[src/rtl/ex_mem_pipe.sv]
// rtl/ex_mem_pipe.sv - EX/MEM pipeline register with branch resolution, forwarding and load-use detection
//
// Purpose:
//   Registers the EX-stage result into the MEM stage, resolves the branch
//   condition, and produces the forwarding selects and load-use hazard flag
//   that feed back into EX.
//
// Ports:
//   clk, rst                 clock and synchronous active-high reset
//   stall, flush             hold the registers / load a bubble
//   ex_*                     EX-stage instruction, data and control
//   ALUresult, finalReadData2, zero
//                            EX ALU result, store data, ALU zero flag
//   wb_rd, wb_RegWrite       MEM/WB destination for the second forwarding path
//   mem_*                    registered MEM-stage outputs
//   mem_pcsrc                registered redirect decision (one cycle per taken branch)
//   forwardA, forwardB       2'b10 EX/MEM, 2'b01 MEM/WB, 2'b00 register file
//   load_use_hazard          EX source depends on the load now in MEM

module ex_mem_pipe #(
    parameter int WORD_BITWIDTH    = 32,
    parameter int REG_NUM_BITWIDTH = 5
) (
    input  logic                        clk,
    input  logic                        rst,
    input  logic                        stall,
    input  logic                        flush,
    input  logic                        ex_valid,
    input  logic [WORD_BITWIDTH-1:0]    ALUresult,
    input  logic [WORD_BITWIDTH-1:0]    finalReadData2,
    input  logic                        zero,
    input  logic [WORD_BITWIDTH-1:0]    ex_branch_target,
    input  logic [REG_NUM_BITWIDTH-1:0] ex_rd,
    input  logic [REG_NUM_BITWIDTH-1:0] ex_rs1,
    input  logic [REG_NUM_BITWIDTH-1:0] ex_rs2,
    input  logic                        ex_RegWrite,
    input  logic                        ex_MemRead,
    input  logic                        ex_MemWrite,
    input  logic                        ex_MemtoReg,
    input  logic                        ex_Branch,
    input  logic                        ex_Jump,
    input  logic [2:0]                  ex_funct3,
    input  logic [REG_NUM_BITWIDTH-1:0] wb_rd,
    input  logic                        wb_RegWrite,
    output logic                        mem_valid,
    output logic                        mem_RegWrite,
    output logic                        mem_MemRead,
    output logic                        mem_MemWrite,
    output logic                        mem_MemtoReg,
    output logic [WORD_BITWIDTH-1:0]    mem_ALUresult,
    output logic [WORD_BITWIDTH-1:0]    mem_writeData,
    output logic [WORD_BITWIDTH-1:0]    mem_branch_target,
    output logic [REG_NUM_BITWIDTH-1:0] mem_rd,
    output logic                        mem_pcsrc,
    output logic [1:0]                  forwardA,
    output logic [1:0]                  forwardB,
    output logic                        load_use_hazard
);

    logic taken;
    logic squash;

    always_comb begin
        taken = 1'b0;
        if (ex_Jump) begin
            taken = 1'b1;
        end else if (ex_Branch) begin
            case (ex_funct3)
                3'b000:  taken = zero;
                3'b001:  taken = !zero;
                3'b100:  taken = ALUresult[0];
                3'b101:  taken = !ALUresult[0];
                default: taken = 1'b0;
            endcase
        end
    end

    // A redirect sitting in MEM kills the wrong-path instruction now in EX,
    // which also guarantees mem_pcsrc is high for only one cycle.
    assign squash = flush | (mem_valid & mem_pcsrc);

    always_ff @(posedge clk) begin
        if (rst) begin
            mem_valid         <= 1'b0;
            mem_RegWrite      <= 1'b0;
            mem_MemRead       <= 1'b0;
            mem_MemWrite      <= 1'b0;
            mem_MemtoReg      <= 1'b0;
            mem_pcsrc         <= 1'b0;
            mem_ALUresult     <= '0;
            mem_writeData     <= '0;
            mem_branch_target <= '0;
            mem_rd            <= '0;
        end else if (squash) begin
            // Bubble: control cleared, data registers left as they are.
            mem_valid    <= 1'b0;
            mem_RegWrite <= 1'b0;
            mem_MemRead  <= 1'b0;
            mem_MemWrite <= 1'b0;
            mem_MemtoReg <= 1'b0;
            mem_pcsrc    <= 1'b0;
        end else if (!stall) begin
            mem_valid         <= ex_valid;
            mem_RegWrite      <= ex_RegWrite & ex_valid;
            mem_MemRead       <= ex_MemRead & ex_valid;
            mem_MemWrite      <= ex_MemWrite & ex_valid;
            mem_MemtoReg      <= ex_MemtoReg & ex_valid;
            mem_pcsrc         <= taken & ex_valid;
            mem_ALUresult     <= ALUresult;
            mem_writeData     <= finalReadData2;
            mem_branch_target <= ex_branch_target;
            mem_rd            <= ex_rd;
        end
    end

    // Loads are excluded from the EX/MEM path: their data is not available
    // until MEM/WB, so the load-use stall covers that case.
    logic mem_fwd_ok;
    logic wb_fwd_ok;

    assign mem_fwd_ok = mem_valid & mem_RegWrite & !mem_MemtoReg & (mem_rd != '0);
    assign wb_fwd_ok  = wb_RegWrite & (wb_rd != '0);

    always_comb begin
        forwardA = 2'b00;
        if (mem_fwd_ok && (mem_rd == ex_rs1)) begin
            forwardA = 2'b10;
        end else if (wb_fwd_ok && (wb_rd == ex_rs1)) begin
            forwardA = 2'b01;
        end
    end

    always_comb begin
        forwardB = 2'b00;
        if (mem_fwd_ok && (mem_rd == ex_rs2)) begin
            forwardB = 2'b10;
        end else if (wb_fwd_ok && (wb_rd == ex_rs2)) begin
            forwardB = 2'b01;
        end
    end

    assign load_use_hazard = mem_valid & mem_MemRead & (mem_rd != '0)
                           & ((mem_rd == ex_rs1) | (mem_rd == ex_rs2)) & ex_valid;

endmodule

[config.mk]
export PLATFORM = sky130hd
export DESIGN_NAME = ex_mem_pipe
export DESIGN_NICKNAME = d
export VERILOG_FILES = /design/src/rtl/ex_mem_pipe.sv
export SDC_FILE = /design/constraint.sdc
export NUM_CORES = 1
export LEC_CHECK = 0
export CAP_MARGIN = 0
export CORE_AREA = 10 10 131 103
export DETAILED_ROUTE_END_ITERATION = 16
export DIE_AREA = 0 0 141 113
export GPL_TIMING_DRIVEN = 1
export HOLD_SLACK_MARGIN = 0.1
export PLACE_DENSITY = 0.86
export REMOVE_ABC_BUFFERS = 1
export SLEW_MARGIN = 20
export SYNTH_ARGS = -nofsm -noshare
export SYNTH_HDL_FRONTEND = slang
export SYNTH_SLANG_ARGS = --single-unit
[constraint.sdc]
create_clock -name clk -period 2.1 [get_ports clk]
set_input_delay 0.315 -clock clk [delete_from_list [all_inputs] [get_ports clk]]
set_output_delay 0.315 -clock clk [all_outputs]
set_load 0.03 [all_outputs]
==> results.sh, run 1 <==
export IMPL_run_status="finished with violations"
export IMPL_violations="setup timing"
export IMPL_grt_overflow_total=0
export IMPL_std_cell_rows=33
export IMPL_coreArea_sq_um=10800
export IMPL_gr_usage_met2_pct=32.1
export IMPL_insertion_delay_ns=0.34
export IMPL_dp_cells=871
export IMPL_cellPowerDensity_nw_per_um2=685
export IMPL_hold_viol_final=0
export IMPL_post_place_ws_ns=-0.280
export IMPL_clock_sinks=107
export IMPL_min_period_ns=2.27
export IMPL_start_util_pct=36.8
export IMPL_num_vias=4346
export IMPL_arrival_ns=1.95
export IMPL_netlist_area_sq_um=3980
export IMPL_met3_usage_pct=9.78
export IMPL_clk_pin_slew_ns=0.07
export IMPL_drc=0
export IMPL_postPlaceCellArea_sq_um=6670
export IMPL_peakVddDrop_mv=0.546
export IMPL_cts_tree="built"
export IMPL_cp_required_ns=1.78
export IMPL_cts_root_buf="clkbuf_16"
export IMPL_maxClockFrequency_mhz=441
export IMPL_syn_inst=502
export IMPL_num_nets_final=876
export IMPL_wire_per_inst_microns=17.8
export IMPL_max_slew_worst_pin_slew_ns=0.497
export IMPL_finalMaxSlewViolations=0
export IMPL_gr_max_usage_layer="met2"
export IMPL_mostFrequentLayoutCells="clkdlybuf4s50_1, nand2_1, dfxtp_1"
export IMPL_routed_wl_microns=15900
export IMPL_cp_max_fo=2
export IMPL_diodes=0
export IMPL_hold_class="in2reg"
export IMPL_track_usage_pct=19.1
export IMPL_cp_start_kind="register"
export IMPL_final_util_pct=65.1
export IMPL_ant_nets=0
export IMPL_rsz0062_at_grt="true"
export IMPL_relSlewSlack_pct=66.6
export IMPL_gp_congestion=0.989
export IMPL_vias_per_cell=4.89
export IMPL_skew_ns=0.0106
export IMPL_reg2reg_setup_slack_ns=0.45
export IMPL_holdWs_ns=0.428
export IMPL_slowest_delay_ns=0.55
export IMPL_synth_distinct_cells=25
export IMPL_ctsHoldBuffers=0
export IMPL_drt_iter0_markers=213
export IMPL_tns_ns=-0.461
export IMPL_reg2reg_depth=6
export IMPL_antenna_found_initial=0
export IMPL_drive_gt1_share_pct=7.88
export IMPL_cts_made_buffers=9
export IMPL_setup_violations=5
export IMPL_design_portCount=244
export IMPL_drt_pass1_iter_count=4
export IMPL_chipWidth_microns=141
export IMPL_htreeDepth=3
export IMPL_die_h_microns=113
export IMPL_final_common_cell="clkdlybuf4s50_1"
export IMPL_reg2reg_from="mem_valid"
export IMPL_setup_ws_ns=-0.166
export IMPL_grt_max_degree=102
export IMPL_area_growth_syn_to_layout_pct=76.9
export IMPL_met1_usage_pct=20.4
export IMPL_cap_viol_max_count=0
export IMPL_slowest_stage="or4_4"
export IMPL_worstSetupStartpoint="mem_rd[3]"
export IMPL_cts_buffer_depth=2
export IMPL_p_total_mw=4.82
export IMPL_yosys_warnings=0
export IMPL_dp_hpwl_microns=12100
export IMPL_synth_seq_cells=107
export IMPL_critPathKind="reg2out"
export IMPL_fin_crit_sh_pct=108
export IMPL_grt_first_pass_wirelength_microns=24700
export IMPL_die_area_sq_um=15900
export IMPL_seqCellArea_sq_um=2140
export IMPL_multi_input_area_sq_um=1770
export IMPL_reg2reg_to="mem_ALUresult[28]"
export IMPL_path_cells="or4_4 > o2111ai_4 > nor4_2 > nor4_4 > buf_4 > buf_12"
export IMPL_synth_area_per_cell_sq_um=7.93
export IMPL_critPathCaptureType="primary output"
export IMPL_first_global_vias=4591
export IMPL_final_area_sq_um=7040
export IMPL_synth_seq_area_share_pct=53.8
export IMPL_cp_endpoint="forwardA[0]"
export IMPL_leakage_nw=2.58
export IMPL_io_buffers=243
export IMPL_fillers=837
export IMPL_final_cells=889
==> kinds of logic after synthesis <==
| kind of cell | synth area share (%) |
|---|---|
| simple gates | 23.1 |
| compound gates | 14.9 |
| flops | 53.8 |
| buf+inv | 3.64 |
| xor+xnor | 4.40 |
| mux | 0.251 |
==> Yosys cell counts (all sizes together) <==
master	instances	area share, %
a22oi	4	0.75
o2111ai	2	0.60
mux2i	1	0.25
or4	4	0.85
buf	11	1.4
xnor2	6	1.3
dfxtp	107	54
nor4b	1	0.22
nand2b	2	0.31
xor2	14	3.1
nand2	203	19
nand3	2	0.25
o21ai	1	0.13
and4b	1	0.25
or3	2	0.31
nor2	5	0.47
a21oi	105	13
clkbuf	23	2.2
nor2b	2	0.31
o31ai	1	0.19
inv	1	0.094
nor4	4	0.94
==> worst min path at each step <==
| stage | from | to | slack [ns] | cells past startpoint |
|---|---|---|---|---|
| 3_5_place_dp | mem_branch_target[25] | mem_branch_target[25] | 0.45 | 2 |
| 3_3_place_gp | mem_ALUresult[10] | mem_ALUresult[10] | 0.44 | 2 |
| 4_1_cts | rst | mem_branch_target[30] | 0.43 | 2 |
| 2_1_floorplan | rst | mem_ALUresult[0] | 0.38 | 1 |
| 6_report | rst | mem_branch_target[30] | 0.43 | 2 |
| 5_1_grt | rst | mem_rd[4] | 0.46 | 2 |
==> flip-flops by register name, indices dropped and copies added (netlist names) <==
signal             cells
mem_MemRead            1
mem_branch_target     32
mem_valid              1
mem_pcsrc              1
mem_rd                 5
mem_ALUresult         32
mem_MemWrite           1
mem_RegWrite           1
mem_writeData         32
mem_MemtoReg           1
==> layer usage <==
layer / vias up / wire (microns)
li1: 2120 / -
met1: 1998 / 5890
met2: 205 / 7560
met3: 23 / 2120
met4: 0 / 292
met5: - / 0
==> timing repair <==
item,4_1_cts,5_1_grt
buffers inserted,2,1
pin swaps,7,2
resized for setup,17,4
hold endpoints to repair,0,0
setup endpoints to repair,4,5
==> cell type report <==
| cell class | count | area share, % |
|---|---|---|
| clock inverter | 7 | 1.05 |
| multi-input combinational | 360 | 25.1 |
| sequential | 107 | 30.4 |
| inverter | 1 | 0.0533 |
| timing repair buffer | 265 | 37.7 |
| clock buffer | 9 | 3.20 |
| tap | 140 | 2.49 |
==> power breakdown <==
part           leakage (nW)  internal, mW  switching (mW)  total (mW)
Sequential            0.875          2.12          0.0503        2.17
Clock                 0.147         0.934           0.758        1.69
Combinational          1.56         0.477           0.483       0.960
==> critical path, delay by kind of cell (launching register included) <==
family,cells,cell delay (ns)
DFF,1,0.32
buffers and inverters,2,0.27
AOI/OAI and AO/OA,1,0.23
and+or+nand+nor,3,0.79
Note: power is estimated with default switching activity, not from simulation.
==> inputs of run 2 (changes only) <==
--- a/config.mk
+++ b/config.mk
@@ -5,13 +5,12 @@
 export SDC_FILE = /design/constraint.sdc
 export NUM_CORES = 1
 export LEC_CHECK = 0
-export CAP_MARGIN = 0
 export CORE_AREA = 10 10 131 103
 export DETAILED_ROUTE_END_ITERATION = 16
 export DIE_AREA = 0 0 141 113
 export GPL_TIMING_DRIVEN = 1
 export HOLD_SLACK_MARGIN = 0.1
-export PLACE_DENSITY = 0.86
+export PLACE_DENSITY = 0.8
 export REMOVE_ABC_BUFFERS = 1
 export SLEW_MARGIN = 20
 export SYNTH_ARGS = -nofsm -noshare
==> results.sh, run 2 (same netlist as run 1, synthesis figures left out) <==
export IMPL_die_h_microns=113
export IMPL_ctsHoldBuffers=0
export IMPL_cp_max_fo=2
export IMPL_grt_overflow_total=0
export IMPL_reg2reg_depth=6
export IMPL_comb_power_share_pct=20.1
export IMPL_std_cell_rows=33
export IMPL_cp_required_ns=1.78
export IMPL_drive_gt1_share_pct=7.65
export IMPL_finalMaxSlewViolations=0
export IMPL_fin_crit_sh_pct=109
export IMPL_p_switching_mw=1.25
export IMPL_cts_tree="built"
export IMPL_clock_sinks=107
export IMPL_max_slew_worst_pin_slew_ns=0.449
export IMPL_grt_max_degree=102
export IMPL_drc=0
export IMPL_gp_congestion=1.04
export IMPL_cts_buffer_depth=2
export IMPL_cap_viol_max_count=0
export IMPL_area_growth_syn_to_layout_pct=77.1
export IMPL_start_util_pct=36.8
export IMPL_worstSetupStartpoint="mem_rd[3]"
export IMPL_diodes=0
export IMPL_relSlewSlack_pct=70.0
export IMPL_chipWidth_microns=141
export IMPL_wire_per_inst_microns=17.7
export IMPL_min_delay_path_depth=2
export IMPL_leakage_nw=2.60
export IMPL_dp_hpwl_microns=11900
export IMPL_drt_pass1_iter_count=4
export IMPL_final_common_cell="clkdlybuf4s50_1"
export IMPL_min_period_ns=2.28
export IMPL_fillers=861
export IMPL_reg2reg_from="mem_valid"
export IMPL_coreArea_sq_um=10800
export IMPL_hold_class="in2reg"
export IMPL_run_status="finished with violations"
export IMPL_met1_usage_pct=19.4
export IMPL_pwr_share_clk_pct=34.4
export IMPL_io_buffers=243
export IMPL_gr_usage_met2_pct=31.3
export IMPL_hold_start="rst"
export IMPL_power_internal_mw=3.52
export IMPL_met3_usage_pct=9.95
export IMPL_die_area_sq_um=15900
export IMPL_rsz0062_at_grt="true"
export IMPL_maxClockFrequency_mhz=438
export IMPL_tns_ns=-0.511
export IMPL_cts_root_buf="clkbuf_16"
export IMPL_vias_per_cell=4.84
export IMPL_track_usage_pct=18.2
export IMPL_dp_cells=868
export IMPL_setup_violations=4
export IMPL_num_nets_final=872
export IMPL_skew_ns=0.00583
export IMPL_mostFrequentLayoutCells="clkdlybuf4s50_1, nand2_1, a21oi_1"
export IMPL_grt_first_pass_wirelength_microns=23500
export IMPL_cp_start_kind="register"
export IMPL_drt_iter0_markers=189
export IMPL_sequentialPowerShare_pct=45.5
export IMPL_top_regs="mem_ALUresult: 32 flops, mem_branch_target: 32 flops, mem_writeData: 32 flops"
export IMPL_antenna_found_initial=0
export IMPL_num_vias=4283
export IMPL_cts_made_buffers=9
export IMPL_post_place_ws_ns=-0.196
export IMPL_multi_input_area_sq_um=1800
export IMPL_routed_wl_microns=15600
export IMPL_cellPowerDensity_nw_per_um2=677
export IMPL_seqCellArea_sq_um=2150
export IMPL_htreeDepth=3
export IMPL_hold_viol_final=0
export IMPL_ant_nets=0
export IMPL_first_global_vias=4316
export IMPL_violations="setup timing"
export IMPL_setup_ws_ns=-0.181
export IMPL_gr_max_usage_layer="met2"
export IMPL_sw_frac_of_total_pct=26.2
export IMPL_peakVddDrop_mv=0.573
export IMPL_critPathKind="reg2out"
export IMPL_final_cells=885
export IMPL_insertion_delay_ns=0.34
export IMPL_design_portCount=244
export IMPL_arrival_ns=1.97
export IMPL_reg2reg_setup_slack_ns=0.49
export IMPL_clk_pin_slew_ns=0.07
export IMPL_critPathCaptureType="primary output"
[run 2: final timing paths]
path                                             end
worst max-delay path                     forwardB[0]
worst min-delay path            mem_branch_target[8]
worst max register to register             mem_rd[0]
worst min register to register  mem_branch_target[3]
[run 2: layout make-up]
| class | count | area share (%) |
|---|---|---|
| Sequential cell | 107 | 30.5 |
| Tap cell | 140 | 2.48 |
| Clock inverter | 4 | 0.727 |
| Multi-Input combinational cell | 360 | 25.5 |
| Inverter | 1 | 0.0532 |
| Clock buffer | 12 | 3.35 |
| Timing Repair Buffer | 261 | 37.4 |
[run 2: power groups by stage]
stage               Clock (mW)  Combinational [mW]  Sequential [mW]
CTS                       1.69               0.949             2.17
finish                    1.64               0.960             2.17
global placement             0               0.923             2.21
detailed placement           0               0.937             2.22
floorplan                    0               0.194             2.39
global route              1.76                1.02             2.18
[run 2: timing repair]
item                       CTS  global route
gates resized for setup     14            20
setup buffers                2             1
setup endpoints to repair    4             5
pin swaps                   10            10
hold endpoints to repair     0             0
[run 2: per-layer routing]
layer / vias up / wire [microns] / part of all wire, %
li1: 2109 / - / -
met3: 15 / 1920 / 12
met4: 0 / 152 / 0.97
met2: 199 / 7450 / 48
met5: - / 0 / 0
met1: 1960 / 6110 / 39
[run 2: critical path, cell delays in order, from the launching register on]
cell       delay, ns
dfxtp_2         0.32
or4_4           0.56
o2111ai_4       0.23
buf_6           0.14
nor4_4          0.04
nor4_2          0.14
buf_4           0.20
[run 2: through the flow]
step | power (mW) | util (%) | instance area [sq um] | hold WS, ns
2_1_floorplan | 2.59 | - | 3840 | 0.384
3_3_place_gp | 3.13 | 61.4 | 6640 | 0.441
3_5_place_dp | 3.15 | 61.4 | 6640 | 0.447
4_1_cts | 4.81 | 64.5 | 6970 | 0.377
5_1_grt | 4.97 | 65.2 | 7050 | 0.395
6_report | 4.77 | 65.2 | 7050 | 0.392
